`src/rtl/gold_seq_gen.sv`:
```
// gold_seq_gen
//   Parallel Gold sequence generator: c(n) = x1(n+1600) ^ x2(n+1600).
//   x1 is seeded with 1, x2 with c_init. Both LFSRs advance nGenBit steps per
//   output word. The 1600-step offset is applied combinationally through jump
//   masks, so the LFSR state never has to be run forward 1600 steps.
//   Words stream out over a valid/ready handshake. The final word is masked
//   down to the bits that remain. An abort drops the request.
//
// Ports
//   clk, rst_n   clock, synchronous active-low reset
//   i_start      request pulse, taken only while idle and when i_len != 0
//   i_cinit      x2 seed, sampled with an accepted start
//   i_len        number of c(n) bits requested, sampled with an accepted start
//   i_abort      drop the current request (no o_done)
//   i_ready      downstream ready
//   o_valid      o_data holds a word
//   o_data       word k, bit i = c(k*nGenBit+i)
//   o_last       marks the final word of the request
//   o_nbits      number of valid bits in o_data
//   o_busy       request in progress
//   o_done       one-cycle pulse after the final handshake
module gold_seq_gen #(
   parameter int nGenBit = 8,
   parameter int LEN_W   = 16
) (
   input  logic                               clk,
   input  logic                               rst_n,
   input  logic                               i_start,
   input  logic [30:0]                        i_cinit,
   input  logic [LEN_W-1:0]                   i_len,
   input  logic                               i_abort,
   input  logic                               i_ready,
   output logic                               o_valid,
   output logic [nGenBit-1:0]                 o_data,
   output logic                               o_last,
   output logic [$clog2(nGenBit+1)-1:0]       o_nbits,
   output logic                               o_busy,
   output logic                               o_done
);

   localparam int NB_W = $clog2(nGenBit + 1);
   localparam int EXT  = nGenBit + 31;

   // Feedback taps below x^31 of each characteristic polynomial.
   // x1: x^31 + x^3 + 1.  x2: x^31 + x^3 + x^2 + x + 1.
   localparam logic [30:0] X1_TAPS = 31'h0000_0009;
   localparam logic [30:0] X2_TAPS = 31'h0000_000F;

   // Multiplies a by x, modulo the polynomial.
   function automatic logic [30:0] mulx(input logic [30:0] a, input logic [30:0] taps);
      return {a[29:0], 1'b0} ^ (a[30] ? taps : 31'd0);
   endfunction

   function automatic logic [30:0] mulmod(input logic [30:0] a, input logic [30:0] b,
                                          input logic [30:0] taps);
      logic [30:0] r;
      r = '0;
      for (int i = 30; i >= 0; i--) begin
         r = mulx(r, taps);
         if (b[i]) r = r ^ a;
      end
      return r;
   endfunction

   // x^1600 mod p(x). Coefficient j weights x(n+j) in the expression for
   // x(n+1600), which makes it the window mask for the offset.
   // Square-and-multiply keeps elaboration loops short.
   function automatic logic [30:0] jump_mask(input logic [30:0] taps);
      logic [30:0] r;
      logic [10:0] nc;
      nc = 11'd1600;
      r  = 31'd1;
      for (int i = 10; i >= 0; i--) begin
         r = mulmod(r, r, taps);
         if (nc[i]) r = mulx(r, taps);
      end
      return r;
   endfunction

   // For x2 this evaluates to 31'd10031374.
   localparam logic [30:0] MASK1 = jump_mask(X1_TAPS);
   localparam logic [30:0] MASK2 = jump_mask(X2_TAPS);

   // Extend the 31-bit state by nGenBit further sequence bits (bit j = x(n+j)).
   function automatic logic [EXT-1:0] ext_x1(input logic [30:0] s);
      logic [EXT-1:0] e;
      e       = '0;
      e[30:0] = s;
      for (int j = 31; j < EXT; j++) e[j] = e[j-28] ^ e[j-31];
      return e;
   endfunction

   function automatic logic [EXT-1:0] ext_x2(input logic [30:0] s);
      logic [EXT-1:0] e;
      e       = '0;
      e[30:0] = s;
      for (int j = 31; j < EXT; j++) e[j] = e[j-28] ^ e[j-29] ^ e[j-30] ^ e[j-31];
      return e;
   endfunction

   typedef enum logic {IDLE = 1'b0, RUN = 1'b1} state_t;

   state_t               state, state_nxt;
   logic [30:0]          x1, x2;
   logic [LEN_W-1:0]     remaining;
   logic [EXT-1:0]       x1_ext, x2_ext;
   logic [nGenBit-1:0]   c_raw, keep;
   logic [NB_W-1:0]      nb;
   logic                 last_w, load, fin, accept;

   always_comb begin
      x1_ext = ext_x1(x1);
      x2_ext = ext_x2(x2);
   end

   // One Gold bit per lane. Each lane looks at a window shifted by i positions.
   for (genvar i = 0; i < nGenBit; i++) begin : g_lane
      assign c_raw[i] = (^(x1_ext[i +: 31] & MASK1)) ^ (^(x2_ext[i +: 31] & MASK2));
      assign keep[i]  = (nb > NB_W'(i));
   end

   always_comb begin
      last_w = (remaining <= LEN_W'(nGenBit));
      nb     = last_w ? NB_W'(remaining) : NB_W'(nGenBit);
   end

   assign accept = i_start && (i_len != '0);
   assign fin    = o_valid && i_ready && o_last;
   // Abort takes priority over a load in the same cycle.
   assign load   = (state == RUN) && !i_abort && (remaining != '0) && (!o_valid || i_ready);

   // FSM state register
   always_ff @(posedge clk) begin
      if (!rst_n) state <= IDLE;
      else        state <= state_nxt;
   end

   // FSM next state
   always_comb begin
      state_nxt = state;
      case (state)
         IDLE:    if (accept)          state_nxt = RUN;
         RUN:     if (i_abort || fin)  state_nxt = IDLE;
         default:                      state_nxt = IDLE;
      endcase
   end

   // FSM outputs
   always_comb begin
      o_busy = (state != IDLE);
   end

   // Datapath: LFSRs, bit counter, output word register
   always_ff @(posedge clk) begin
      if (!rst_n) begin
         x1        <= '0;
         x2        <= '0;
         remaining <= '0;
         o_valid   <= 1'b0;
         o_data    <= '0;
         o_last    <= 1'b0;
         o_nbits   <= '0;
         o_done    <= 1'b0;
      end else begin
         o_done <= (state == RUN) && !i_abort && fin;
         if (state == IDLE) begin
            if (accept) begin
               x1        <= 31'h1;
               x2        <= i_cinit;
               remaining <= i_len;
            end
         end else if (i_abort) begin
            o_valid   <= 1'b0;
            o_last    <= 1'b0;
            o_data    <= '0;
            o_nbits   <= '0;
            remaining <= '0;
         end else if (load) begin
            o_valid   <= 1'b1;
            o_data    <= c_raw & keep;
            o_last    <= last_w;
            o_nbits   <= nb;
            x1        <= x1_ext[nGenBit +: 31];
            x2        <= x2_ext[nGenBit +: 31];
            remaining <= remaining - LEN_W'(nb);
         end else if (fin) begin
            o_valid <= 1'b0;
            o_last  <= 1'b0;
         end
      end
   end

endmodule

```
`config.mk`:
```
export PLATFORM = sky130hd
export DESIGN_NAME = gold_seq_gen
export DESIGN_NICKNAME = d
export VERILOG_FILES = /design/src/rtl/gold_seq_gen.sv
export SDC_FILE = /design/constraint.sdc
export NUM_CORES = 1
export LEC_CHECK = 0
export ABC_AREA = 1
export CAP_MARGIN = 10
export CELL_PAD_IN_SITES_DETAIL_PLACEMENT = 0
export CELL_PAD_IN_SITES_GLOBAL_PLACEMENT = 1
export CORE_MARGIN = 4
export CORE_UTILIZATION = 35
export CTS_CLUSTER_SIZE = 8
export DETAILED_ROUTE_END_ITERATION = 16
export PLACE_DENSITY_LB_ADDON = 0.05
export SLEW_MARGIN = 20
export SYNTH_ARGS = -nofsm -noshare
export SYNTH_HDL_FRONTEND = slang
export SYNTH_SLANG_ARGS = --single-unit
```
`constraint.sdc`:
```
create_clock -name clk -period 1.67 [get_ports clk]
set_input_delay 0.334 -clock clk [delete_from_list [all_inputs] [get_ports clk]]
set_output_delay 0.334 -clock clk [all_outputs]
set_load 0.02 [all_outputs]
```
==> metrics.txt <==
# TYPE chip_impl_metric gauge
chip_impl_metric{name="fmax",unit="GHz"} 0.5879
chip_impl_info{name="yosys.cell_count.top_type",value="sky130_fd_sc_hd__nand2_1"} 1
chip_impl_metric{name="critical_path_peak_fanout",unit=""} 11
chip_impl_metric{name="final.fill_count",unit=""} 1989
chip_impl_metric{name="ioPinCount",unit=""} 68
chip_impl_metric{name="die_h",unit="µm"} 147.7
chip_impl_metric{name="complex_gate_fraction_of_the_synthesized_area",unit=""} 0.1430
chip_impl_info{name="critical_path.cell_chain",value="nor2_4 -> nand2_4 -> nor2_4 -> nand2_4 -> o21ai_4 -> buf_12 -> nand2_8 -> clkbuf_16 -> o211a_1"} 1
chip_impl_metric{name="area_of_the_mapped_netlist",unit="µm²"} 6835
chip_impl_metric{name="hold_slack",unit="ns"} 0.3866
chip_impl_info{name="cell_types_occupying_the_most_area_after_synthesis",value="sky130_fd_sc_hd__dfxtp_1 (28%), sky130_fd_sc_hd__nand2_1 (26%), sky130_fd_sc_hd__nand3_1 (8.1%)"} 1
chip_impl_metric{name="drtPass1Iterations",unit=""} 5
chip_impl_metric{name="power.combinational.fraction",unit=""} 0.349
chip_impl_metric{name="place_worst_setup_slack",unit="ns"} -0.3924
chip_impl_metric{name="drt-wirelength-per-cell",unit="µm"} 14.40
chip_impl_metric{name="avgViaCountPerCell",unit=""} 4.738
chip_impl_metric{name="portBuffers",unit=""} 67
chip_impl_metric{name="synth_enable_flop_cells",unit=""} 0
chip_impl_metric{name="synthesis.nets",unit=""} 1223
chip_impl_metric{name="h-tree-depth",unit=""} 3
chip_impl_metric{name="grt_pass1_vias",unit=""} 6834
chip_impl_metric{name="layout_setup_ws",unit="ns"} -0.03084
chip_impl_metric{name="grt_pass1_wl",unit="µm"} 34610
chip_impl_metric{name="grt_use_total",unit=""} 0.1975
chip_impl_metric{name="ys_types",unit=""} 35
chip_impl_metric{name="ant_nets",unit=""} 0
chip_impl_metric{name="total_switching_power",unit="mW"} 2.430
chip_impl_metric{name="final_layout_size_suffix_gt1_frac",unit=""} 0.2153
chip_impl_metric{name="final_cells",unit=""} 1579
chip_impl_info{name="violated_checks",value="setup timing"} 1
chip_impl_metric{name="part_of_the_power_in_the_clock_network",unit=""} 0.290
chip_impl_metric{name="timing.clock.skew",unit="ns"} 0.01086
chip_impl_metric{name="worst_path_clk_slew",unit="ns"} 0.06
chip_impl_metric{name="async_flop_share",unit=""} 0
chip_impl_metric{name="clock_sinks",unit=""} 94
chip_impl_metric{name="critPathRequiredTime",unit="ns"} 1.91
chip_impl_info{name="rsz_0062_raised_after_global_routing",value="yes"} 1
chip_impl_metric{name="floorplan.initialDensity",unit=""} 0.3606
chip_impl_info{name="synth.cells.most_frequent",value="sky130_fd_sc_hd__nand2_1 (481), sky130_fd_sc_hd__inv_1 (112), sky130_fd_sc_hd__nand3_1 (110)"} 1
chip_impl_metric{name="critical_path.n_buffers_inverters",unit=""} 2
chip_impl_metric{name="muxShareOfSynthArea",unit=""} 0
chip_impl_metric{name="synth_xor_area_frac",unit=""} 0.07176
chip_impl_metric{name="final_setup_violation_count",unit=""} 19
chip_impl_metric{name="cts_hold_repair.buffers",unit=""} 0
chip_impl_metric{name="worst_ir_drop_vdd",unit="mV"} 0.4235
chip_impl_metric{name="p_leak",unit="nW"} 4.635
chip_impl_metric{name="clockBufferDepth",unit=""} 2
chip_impl_metric{name="synthCells",unit=""} 1170
chip_impl_metric{name="synthDominantCellAreaShare",unit=""} 0.2753
chip_impl_metric{name="pwr-share-seq",unit=""} 0.362
chip_impl_metric{name="register_area",unit="µm²"} 1929
chip_impl_metric{name="fp.dieArea",unit="µm²"} 21830
chip_impl_info{name="cpLargestDelayFamily",value="simple AND/OR/NAND/NOR gates"} 1
chip_impl_metric{name="numPlacedInstances",unit=""} 1547
chip_impl_metric{name="synth.avg_cell_area",unit="µm²"} 5.842
chip_impl_info{name="clock_tree_from_tritoncts",value="done"} 1
chip_impl_metric{name="antenna_cells_inserted",unit=""} 0
chip_impl_metric{name="cp.arrival",unit="ns"} 1.94
chip_impl_metric{name="wire_length_reported_by_the_detailed_router",unit="µm"} 22730
chip_impl_info{name="critPathCaptureType",value="flip-flop"} 1
chip_impl_metric{name="min_period_over_period",unit=""} 1.018
chip_impl_metric{name="global_route.overflow_total",unit=""} 0
chip_impl_info{name="crit_type",value="flip-flop to flip-flop"} 1
chip_impl_metric{name="simple_gate_share_of_the_synthesized_area",unit=""} 0.4000
chip_impl_metric{name="multi_input_comb_area",unit="µm²"} 4576
chip_impl_metric{name="via_count",unit=""} 7482
chip_impl_metric{name="sw_frac_of_total",unit=""} 0.3413
chip_impl_metric{name="grt_start_max_net_pins",unit=""} 51
chip_impl_metric{name="final.min_clock_period",unit="ns"} 1.701
chip_impl_metric{name="grt_antenna_before_repair",unit=""} 0
chip_impl_metric{name="area_growth",unit="%"} 40.49
chip_impl_metric{name="die_width",unit="µm"} 147.7
chip_impl_metric{name="max-cap-violations",unit=""} 0
chip_impl_metric{name="hold_violations",unit=""} 0
chip_impl_info{name="clk_root_buffer_cell",value="sky130_fd_sc_hd__clkbuf_16"} 1
chip_impl_metric{name="worst_path_largest_cell_delay",unit="ns"} 0.33
chip_impl_metric{name="total_design_power",unit="mW"} 7.120
chip_impl_metric{name="finalWeightedCongestion",unit=""} 0.8210
chip_impl_info{name="timing.critical_path.from_type",value="flip-flop"} 1
chip_impl_info{name="synth_top_flop_cell",value="sky130_fd_sc_hd__dfxtp_1"} 1
chip_impl_metric{name="design.final.nets",unit=""} 1370
chip_impl_info{name="hold_path.class",value="input port to flip-flop"} 1
chip_impl_metric{name="ys_seq_area_frac",unit=""} 0.2753
chip_impl_metric{name="cts_buffer_count",unit=""} 9
chip_impl_metric{name="drt_iter0_drc",unit=""} 388
chip_impl_metric{name="maxSlewViolCount",unit=""} 0
chip_impl_metric{name="ys_warn_count",unit=""} 0
chip_impl_metric{name="row_count",unit=""} 50
chip_impl_info{name="largest_family_of_logic_cells_by_synthesized_area",value="simple AND/OR/NAND/NOR gates"} 1
chip_impl_info{name="netlist.top_cell.by_area",value="sky130_fd_sc_hd__dfxtp_1"} 1
chip_impl_metric{name="floorplan.core_area",unit="µm²"} 18960
chip_impl_metric{name="postSynthRegisterBits",unit=""} 94
chip_impl_metric{name="cellInternalPower",unit="mW"} 4.689
chip_impl_metric{name="place.detailed.hpwl",unit="µm"} 16500
chip_impl_info{name="worst_path_max_delay_cell",value="sky130_fd_sc_hd__dfxtp_2"} 1
chip_impl_metric{name="synth_fa_ha_area_frac",unit=""} 0.001830
chip_impl_metric{name="detail_route.drc_violations",unit=""} 0
chip_impl_metric{name="clock_latency",unit="ns"} 0.35
chip_impl_info{name="status",value="finished, violations left"} 1
chip_impl_metric{name="cell_pwr_density",unit="nW/µm²"} 741.4
==> routing by layer <==
| metal | track usage | vias up | part of all wire | routed length, µm |
|---|---|---|---|---|
| li1 | - | 4009 | - | - |
| met1 | 0.2620 | 3307 | 0.48 | 10820 |
| met2 | 0.3377 | 142 | 0.48 | 10800 |
| met3 | 0.02759 | 24 | 0.033 | 757 |
| met4 | 0.05172 | 0 | 0.016 | 357 |
| met5 | 0 | - | 0 | 0 |
==> through the flow <==
stage,cell area [µm²],utilization,TNS [ns]
6_report,9603,0.5066,-0.1940
3_3_place_gp,8531,0.4500,-28.61
4_1_cts,8906,0.4698,-0.7616
3_5_place_dp,8531,0.4500,-30.13
5_1_grt,9603,0.5066,-4.390
2_1_floorplan,6835,-,0
==> final timing paths <==
| kind | cells after the start | slack (ns) | endpoint | startpoint |
|---|---|---|---|---|
| hold / removal | 3 | 0.39 | o_done$_SDFF_PN0_ | i_ready |
| setup / recovery | 9 | -0.03 | x2[28]$_SDFFE_PN0P_ | remaining[5]$_SDFFE_PN0P_ |
| setup reg to reg | 9 | -0.03 | x2[28]$_SDFFE_PN0P_ | remaining[5]$_SDFFE_PN0P_ |
| hold reg to reg | 2 | 0.46 | o_data[5]$_SDFFE_PN0P_ | o_data[5]$_SDFFE_PN0P_ |
==> cells in the final DEF, fill, tap and decap left out, types with 10 or more instances in the layout <==
cell,n
sky130_fd_sc_hd__a21oi_2,15
sky130_fd_sc_hd__a31oi_1,25
sky130_fd_sc_hd__buf_12,13
sky130_fd_sc_hd__dfxtp_1,60
sky130_fd_sc_hd__a21oi_1,70
sky130_fd_sc_hd__nor2_1,39
sky130_fd_sc_hd__o21ai_2,26
sky130_fd_sc_hd__xor2_1,26
sky130_fd_sc_hd__o21ai_0,19
sky130_fd_sc_hd__nand2_1,458
sky130_fd_sc_hd__dlymetal6s2s_1,10
sky130_fd_sc_hd__inv_1,107
sky130_fd_sc_hd__clkbuf_16,17
sky130_fd_sc_hd__dfxtp_2,32
sky130_fd_sc_hd__buf_4,106
sky130_fd_sc_hd__nand2_2,23
sky130_fd_sc_hd__clkdlybuf4s50_1,53
sky130_fd_sc_hd__xnor2_1,29
sky130_fd_sc_hd__nand3_1,107
==> power groups by stage <==
stage	logic (mW)	registers (mW)	clock network, mW
after global placement	2.13	2.59	0
after floorplan	1.31	2.57	0
after CTS	2.21	2.55	2.13
after global routing	2.76	2.60	2.22
final	2.48	2.58	2.06
after detailed placement	2.14	2.60	0
==> state kept, by name, summed over array words and instances, names as in the netlist <==
| name | count |
|---|---|
| x1 | 31 |
| x2 | 31 |
| remaining | 16 |
| o_data | 8 |
| o_nbits | 4 |
| o_busy | 1 |
| o_done | 1 |
| o_last | 1 |
| o_valid | 1 |
==> final cells by class <==
cell class,count,area share
Multi-Input combinational cell,897,0.4765
Timing Repair Buffer,200,0.2136
Sequential cell,94,0.2009
Inverter,115,0.04625
Tap cell,260,0.03388
Clock buffer,11,0.02528
Clock inverter,2,0.003648
==> worst min-delay path: stages <==
cell and delay (ns):
sky130_fd_sc_hd__dlymetal6s2s_1 0.14, sky130_fd_sc_hd__nand3_1 0.15, sky130_fd_sc_hd__nor3_1 0.06
==> what timing repair did <==
item	4_1_cts	5_1_grt
pin swaps	2	32
resized for setup	34	146
endpoints found under the setup margin	80	98
setup buffers	1	6
gates cloned	2	10
==> cells by family (layout without fill, tap and decap cells) <==
| logic type | Yosys count | after routing |
|---|---|---|
| XOR/XNOR | 56 | 56 |
| adder cells (fa/ha/maj) | 1 | 1 |
| AO/OA/AOI/OAI | 175 | 175 |
| flip-flops | 94 | 94 |
| other | 1 | 1 |
| AND/OR/NAND/NOR | 663 | 664 |
| buffers and inverters | 180 | 328 |
Power figures use the tool's default switching activity.
